--- src/rtl/wb_pkg.sv ---
// Shared constants for the writeback stage: instruction class codes,
// load funct3 encodings and the hard-wired zero register address.
package wb_pkg;

  typedef enum logic [2:0] {
    T_LOAD  = 3'b000,
    T_LOGIC = 3'b001,
    T_S     = 3'b010,
    T_R     = 3'b011,
    T_RSVD  = 3'b100,
    T_U     = 3'b101,
    T_JUMP  = 3'b110,
    T_B     = 3'b111
  } wb_type_e;

  localparam logic [2:0] F3_LB  = 3'b000;
  localparam logic [2:0] F3_LH  = 3'b001;
  localparam logic [2:0] F3_LW  = 3'b010;
  localparam logic [2:0] F3_LD  = 3'b011;
  localparam logic [2:0] F3_LBU = 3'b100;
  localparam logic [2:0] F3_LHU = 3'b101;
  localparam logic [2:0] F3_LWU = 3'b110;

  localparam logic [4:0] X0_ADDR = 5'd0;

endpackage

--- src/rtl/wb_load_align.sv ---
// Combinational load alignment: picks the addressed byte/half/word out of
// the naturally aligned memory word and sign- or zero-extends it.
module wb_load_align
  import wb_pkg::*;
#(
  parameter int XLEN  = 32,
  parameter int OFF_W = (XLEN == 64) ? 3 : 2
) (
  input  logic [2:0]       funct3,
  input  logic [OFF_W-1:0] offset,
  input  logic [XLEN-1:0]  lmd,
  output logic [XLEN-1:0]  data,
  output logic             err
);

  logic [XLEN-1:0] shifted;

  // Move the addressed lane down to bit 0 so every size reads from the bottom.
  assign shifted = lmd >> {offset, 3'b000};

  always_comb begin
    data = '0;
    err  = 1'b0;
    case (funct3)
      F3_LB:  data = XLEN'($signed(shifted[7:0]));
      F3_LBU: data = XLEN'(shifted[7:0]);
      F3_LH:  if (offset[0]) err = 1'b1; else data = XLEN'($signed(shifted[15:0]));
      F3_LHU: if (offset[0]) err = 1'b1; else data = XLEN'(shifted[15:0]);
      F3_LW:  if (offset[1:0] != 2'b00) err = 1'b1; else data = XLEN'($signed(shifted[31:0]));
      F3_LWU: begin
        if (XLEN != 64 || offset[1:0] != 2'b00) err = 1'b1;
        else data = XLEN'(shifted[31:0]);
      end
      F3_LD: begin
        if (XLEN != 64 || offset != '0) err = 1'b1;
        else data = lmd;
      end
      default: err = 1'b1;
    endcase
    if (err) data = '0;
  end

endmodule

--- src/rtl/wb_stage_pipe.sv ---
// Registered writeback stage: captures one retiring instruction per cycle,
// produces the GPR write / forwarding copy, load errors and the retire count.
module wb_stage_pipe
  import wb_pkg::*;
#(
  parameter int XLEN  = 32,
  parameter int RET_W = 64
) (
  input  logic             clk,
  input  logic             rst,
  input  logic             in_valid,
  output logic             in_ready,
  input  logic             stall,
  input  logic             flush,
  input  logic [2:0]       in_type,
  input  logic [31:0]      in_ir,
  input  logic [XLEN-1:0]  in_aluout,
  input  logic [XLEN-1:0]  in_lmd,
  input  logic [XLEN-1:0]  in_pc,
  output logic             en_GPR,
  output logic [4:0]       data_addr,
  output logic [XLEN-1:0]  data_in,
  output logic             fwd_valid,
  output logic [4:0]       fwd_addr,
  output logic [XLEN-1:0]  fwd_data,
  output logic             err,
  output logic             retire_pulse,
  output logic [RET_W-1:0] retire_count
);

  localparam int OFF_W = (XLEN == 64) ? 3 : 2;

  logic            accept;
  logic [4:0]      rd;
  logic [XLEN-1:0] load_data;
  logic            load_err;

  logic            wr_next;
  logic [4:0]      addr_next;
  logic [XLEN-1:0] data_next;
  logic            err_next;
  logic            ret_next;

  assign in_ready = ~stall;
  assign accept   = in_valid & in_ready & ~flush;
  assign rd       = in_ir[11:7];

  wb_load_align #(
    .XLEN  (XLEN),
    .OFF_W (OFF_W)
  ) u_align (
    .funct3 (in_ir[14:12]),
    .offset (in_aluout[OFF_W-1:0]),
    .lmd    (in_lmd),
    .data   (load_data),
    .err    (load_err)
  );

  always_comb begin
    wr_next   = 1'b0;
    data_next = '0;
    err_next  = 1'b0;
    ret_next  = 1'b0;
    addr_next = X0_ADDR;
    if (accept) begin
      case (wb_type_e'(in_type))
        T_R, T_U, T_LOGIC: begin
          wr_next   = 1'b1;
          data_next = in_aluout;
          ret_next  = 1'b1;
        end
        T_JUMP: begin
          wr_next   = 1'b1;
          data_next = in_pc + XLEN'(4);
          ret_next  = 1'b1;
        end
        T_LOAD: begin
          if (load_err) begin
            err_next = 1'b1;
          end else begin
            wr_next   = 1'b1;
            data_next = load_data;
            ret_next  = 1'b1;
          end
        end
        default: ret_next = 1'b1;
      endcase
    end
    // x0 writes are dropped but the instruction still retires.
    if (rd == X0_ADDR) wr_next = 1'b0;
    if (wr_next) addr_next = rd;
    else data_next = '0;
  end

  always_ff @(posedge clk) begin
    if (rst) begin
      en_GPR       <= 1'b0;
      data_addr    <= '0;
      data_in      <= '0;
      err          <= 1'b0;
      retire_pulse <= 1'b0;
      retire_count <= '0;
    end else begin
      en_GPR       <= wr_next;
      data_addr    <= addr_next;
      data_in      <= data_next;
      err          <= err_next;
      retire_pulse <= ret_next;
      if (ret_next) retire_count <= retire_count + 1'b1;
    end
  end

  assign fwd_valid = en_GPR;
  assign fwd_addr  = data_addr;
  assign fwd_data  = data_in;

endmodule

--- config.mk ---
export PLATFORM = sky130hd
export DESIGN_NAME = wb_stage_pipe
export DESIGN_NICKNAME = d
export VERILOG_FILES = /design/src/rtl/wb_pkg.sv /design/src/rtl/wb_load_align.sv /design/src/rtl/wb_stage_pipe.sv
export SDC_FILE = /design/constraint.sdc
export NUM_CORES = 1
export LEC_CHECK = 0
export CORE_MARGIN = 2
export CORE_UTILIZATION = 40
export DETAILED_ROUTE_END_ITERATION = 16
export PLACE_DENSITY = 0.8
export SYNTH_ARGS = -nofsm -noshare
export SYNTH_HDL_FRONTEND = slang
export SYNTH_HIERARCHICAL = 1
export SYNTH_SLANG_ARGS = --single-unit
--- constraint.sdc ---
create_clock -name clk -period 6.8 [get_ports clk]
set_input_delay 0.68 -clock clk [delete_from_list [all_inputs] [get_ports clk]]
set_output_delay 0.68 -clock clk [all_outputs]
set_load 0.01 [all_outputs]
==> results summary <==
The post-layout minimum cycle time came out at 3.99 ns. The synthesized area per cell is 8.25 sq um. The synthesized instance count came out at 745.

The floorplan core area is 0.0151 sq mm. The final max-slew violation count is 0. The maximum number of pins on one net before global-route repair is 66. TritonCTS built the clock tree.

At the pin with the least slew margin, the transition time is 1.10 ns. The post-synthesis async set-or-reset flop share is 0%. The post-cts sizing count is 0.

The average wire per standard cell is 17.8 um. The signal on the critical path passes through clkdlybuf4s50_1, nor4b_2, and2_0, nor2_1, nor4b_2, nor4_4, nand4_1, or3_1, a21oi_1. Summed over all nets, wire length on met2 after detailed routing comes to 10,100 um.

The initial core utilization came out at 40.7%. The total clock sinks came out at 104. The count of final hold-check violations came out at 0.

STA classifies the critical path startpoint as a primary input. The cell with the largest stage delay on the worst path is clkdlybuf4s50_1. The ratio of routed vias to standard cells came out at 5.80. The routability-driven placement congestion ratio came out at 0.913.

The routed length on met3 is 1610 um. The top layer reached by signal wires is met5. The share of the core filled with cells came out at 58.5%.

The tool flagged a number of max-cap violations equal to 0. The number of global-route vias before repair is 5,932. The timing-limited maximum frequency is 251 MHz. The number of antenna cells inserted is 0. The data arrival time of the critical path came out at 4.28 ns. The filler cell count came out at 1,339. The maximum root-to-sink buffer count is 2.

In this run the worst path has a maximum fanout of 14. The number of storage elements in the synthesis netlist is 104. The post-cts hold buffer count came out at 0. The floorplan step defined a die boundary enclosing 0.0164 sq mm. The HPWL reported at the end of detailed placement is 15,100 um. After clock tree synthesis, the setup repair step added 0 buffers. STA classifies the critical path endpoint as a flip-flop. The final cell count without fillers came out at 1,132. In the synthesized netlist the dominant register cell turns out to be dfxtp_1. The remaining antenna violation count came out at 0. The number of synthesized flops with an enable pin is 0. The power per cell area came out at 153 mW/mm^2. The flow ran to the end, and the final reports show no timing, DRC or antenna violations. The final setup skew is 0.0104 ns. After clock tree synthesis, the clock-pin slew on the worst setup and hold paths is 0.08 ns. After layout, the worst path uses 58.7% of the clock period.

The level count of the clock H-tree came out at 3. The required time reported for the critical path endpoint is 7.08 ns. The number of port buffers came out at 254.

The overall overflow remaining after global route came out at 0. The die extent in y came out at 128 um. The first-pass GRT wire length came out at 30,600 um. In this run the core area contains 45 standard-cell rows. The count of placed standard cells including taps came out at 1,116.

Setup violations remaining at the end of the flow were counted as 0. The synthesized net count is 883. The Yosys warning count is 6.

The overall routed net length came out at 20,100 um. Cells with a size suffix above 1 make up 4.77% of the layout. The worst stage delay on the critical path came out at 0.78 ns.

The total global-route track usage came out at 23.8%. The worst-skew pair later-pin latency came out at 0.35 ns. The area growth from synthesis to final layout is 43.7%. The number of buffer and inverter instances along the worst setup path is 1.

In this run the horizontal extent of the chip is 128 um. In this run, distinct cell masters in the synthesized netlist total 62. The buffer type at the clock tree root is clkbuf_16. In this run the static leakage power is 3.02 nW.

The net total in the final layout is 1,077. The number of clock buffers added by TritonCTS is 9. The number of search-and-repair iterations in the first detailed-routing pass is 6. The highest ir drop seen on vdd came out at 0.114 mV. The number of antenna violations at the first check in global routing came to 1. The start-to-end type of the worst setup path is in2reg.

The length of routed wiring on met1 came out at 7670 um. The detailed router's first-iteration violation count is 632. The top cell family by delay on the critical path is simple AND/OR/NAND/NOR gates. The relative max-transition margin is 26.0%. By instance count, the cell type seen most on the critical path is nor4b_2.

Setup repair after global routing left no endpoint under its margin. The detailed router placed 6,570 vias in this run. The path class of the lowest-slack min-delay path is reg2reg. The part of the Yosys area used for sequential elements came out at 33.9%. The number of DRC violations after detailed routing is 0. The accumulated negative setup slack came out at 0 ns. The mapped cell area is 0.00614 sq mm.

The number of top-level pins is 279.
layout make-up:
class,instances,area (sq um),area share [%]
clock buffer,9,225,2.55
multi-input combinational,549,3550,40.2
clock inverter,7,86.3,0.978
sequential,104,2080,23.6
inverter,12,45.0,0.510
timing repair buffer,263,2610,29.5
tap,188,235,2.66
final timing paths:
check                                 startpoint  cells past startpoint  slack [ns]          endpoint
worst min-delay path            retire_count[63]                      2        0.49  retire_count[63]
worst max-delay path                in_aluout[1]                      9        2.81  retire_count[59]
worst max register to register  retire_count[17]                      5        4.02  retire_count[61]
worst min register to register  retire_count[63]                      2        0.49  retire_count[63]
state kept, by name, summed over array words and instances, names as in the netlist:
name,count
data_addr,5
data_in,32
en_GPR,1
err,1
retire_count,64
retire_pulse,1
power by group:
part / switching (W) / internal (W)
Sequential: 0.00000182 / 0.000611
Combinational: 0.0000872 / 0.0000987
Clock: 0.000257 / 0.000294
synthesized netlist by cell type, drive strengths merged, types with 14 or more instances:
cell type,n,area (sq um)
or3,27,179
xor2,27,236
a22oi,16,120
clkbuf,32,121
a21o,16,125
a222oi,14,140
mux2i,27,270
a21oi,53,265
nand3,36,180
and2,14,87.6
dfxtp,104,2080
nor2,65,244
nand4,37,231
nor4,14,118
o21ai,42,210
buf,48,360
nand2,35,139
per-layer routing:
layer  vias up  track usage [%]
met3        56             5.63
li1       3143                -
met2       302             41.5
met4         2             11.6
met1      3067             27.3
met5         -                0
kinds of logic after synthesis:
logic type	synth area share [%]
AND/OR/NAND/NOR	27.6
AO/OA/AOI/OAI	19.5
flip-flops	33.9
buffers and inverters	8.57
XOR/XNOR	5.70
multiplexers	4.40
adder cells (fa/ha/maj)	0.407
tightest hold or removal path: stages (launching register included):
cell and delay, ns:
dfxtp_1 0.32, o31ai_1 0.06, a21oi_1 0.05
stage by stage:
step	area (sq um)	total power [W]	setup WS, ns	hold WS (ns)
finish	8830	0.00135	2.81	0.485
global route	8830	0.00140	2.58	0.511
CTS	8830	0.00136	2.79	0.484
detailed placement	8520	0.000809	2.41	0.472
global placement	8520	0.000808	2.43	0.461
floorplan	6140	0.000704	3.54	0.496
placed cells by master (no fill, tap or decap), types with 14 or more instances in the layout:
cell type          n
nand4_1           37
or3_1             25
clkdlybuf4s50_1  253
a22oi_1           16
nor2_1            65
dfxtp_1          104
a21oi_1           53
o21ai_0           40
nand2_1           34
a222oi_1          14
xor2_1            27
nand3_1           36
mux2i_1           27
Power figures use the tool's default switching activity.
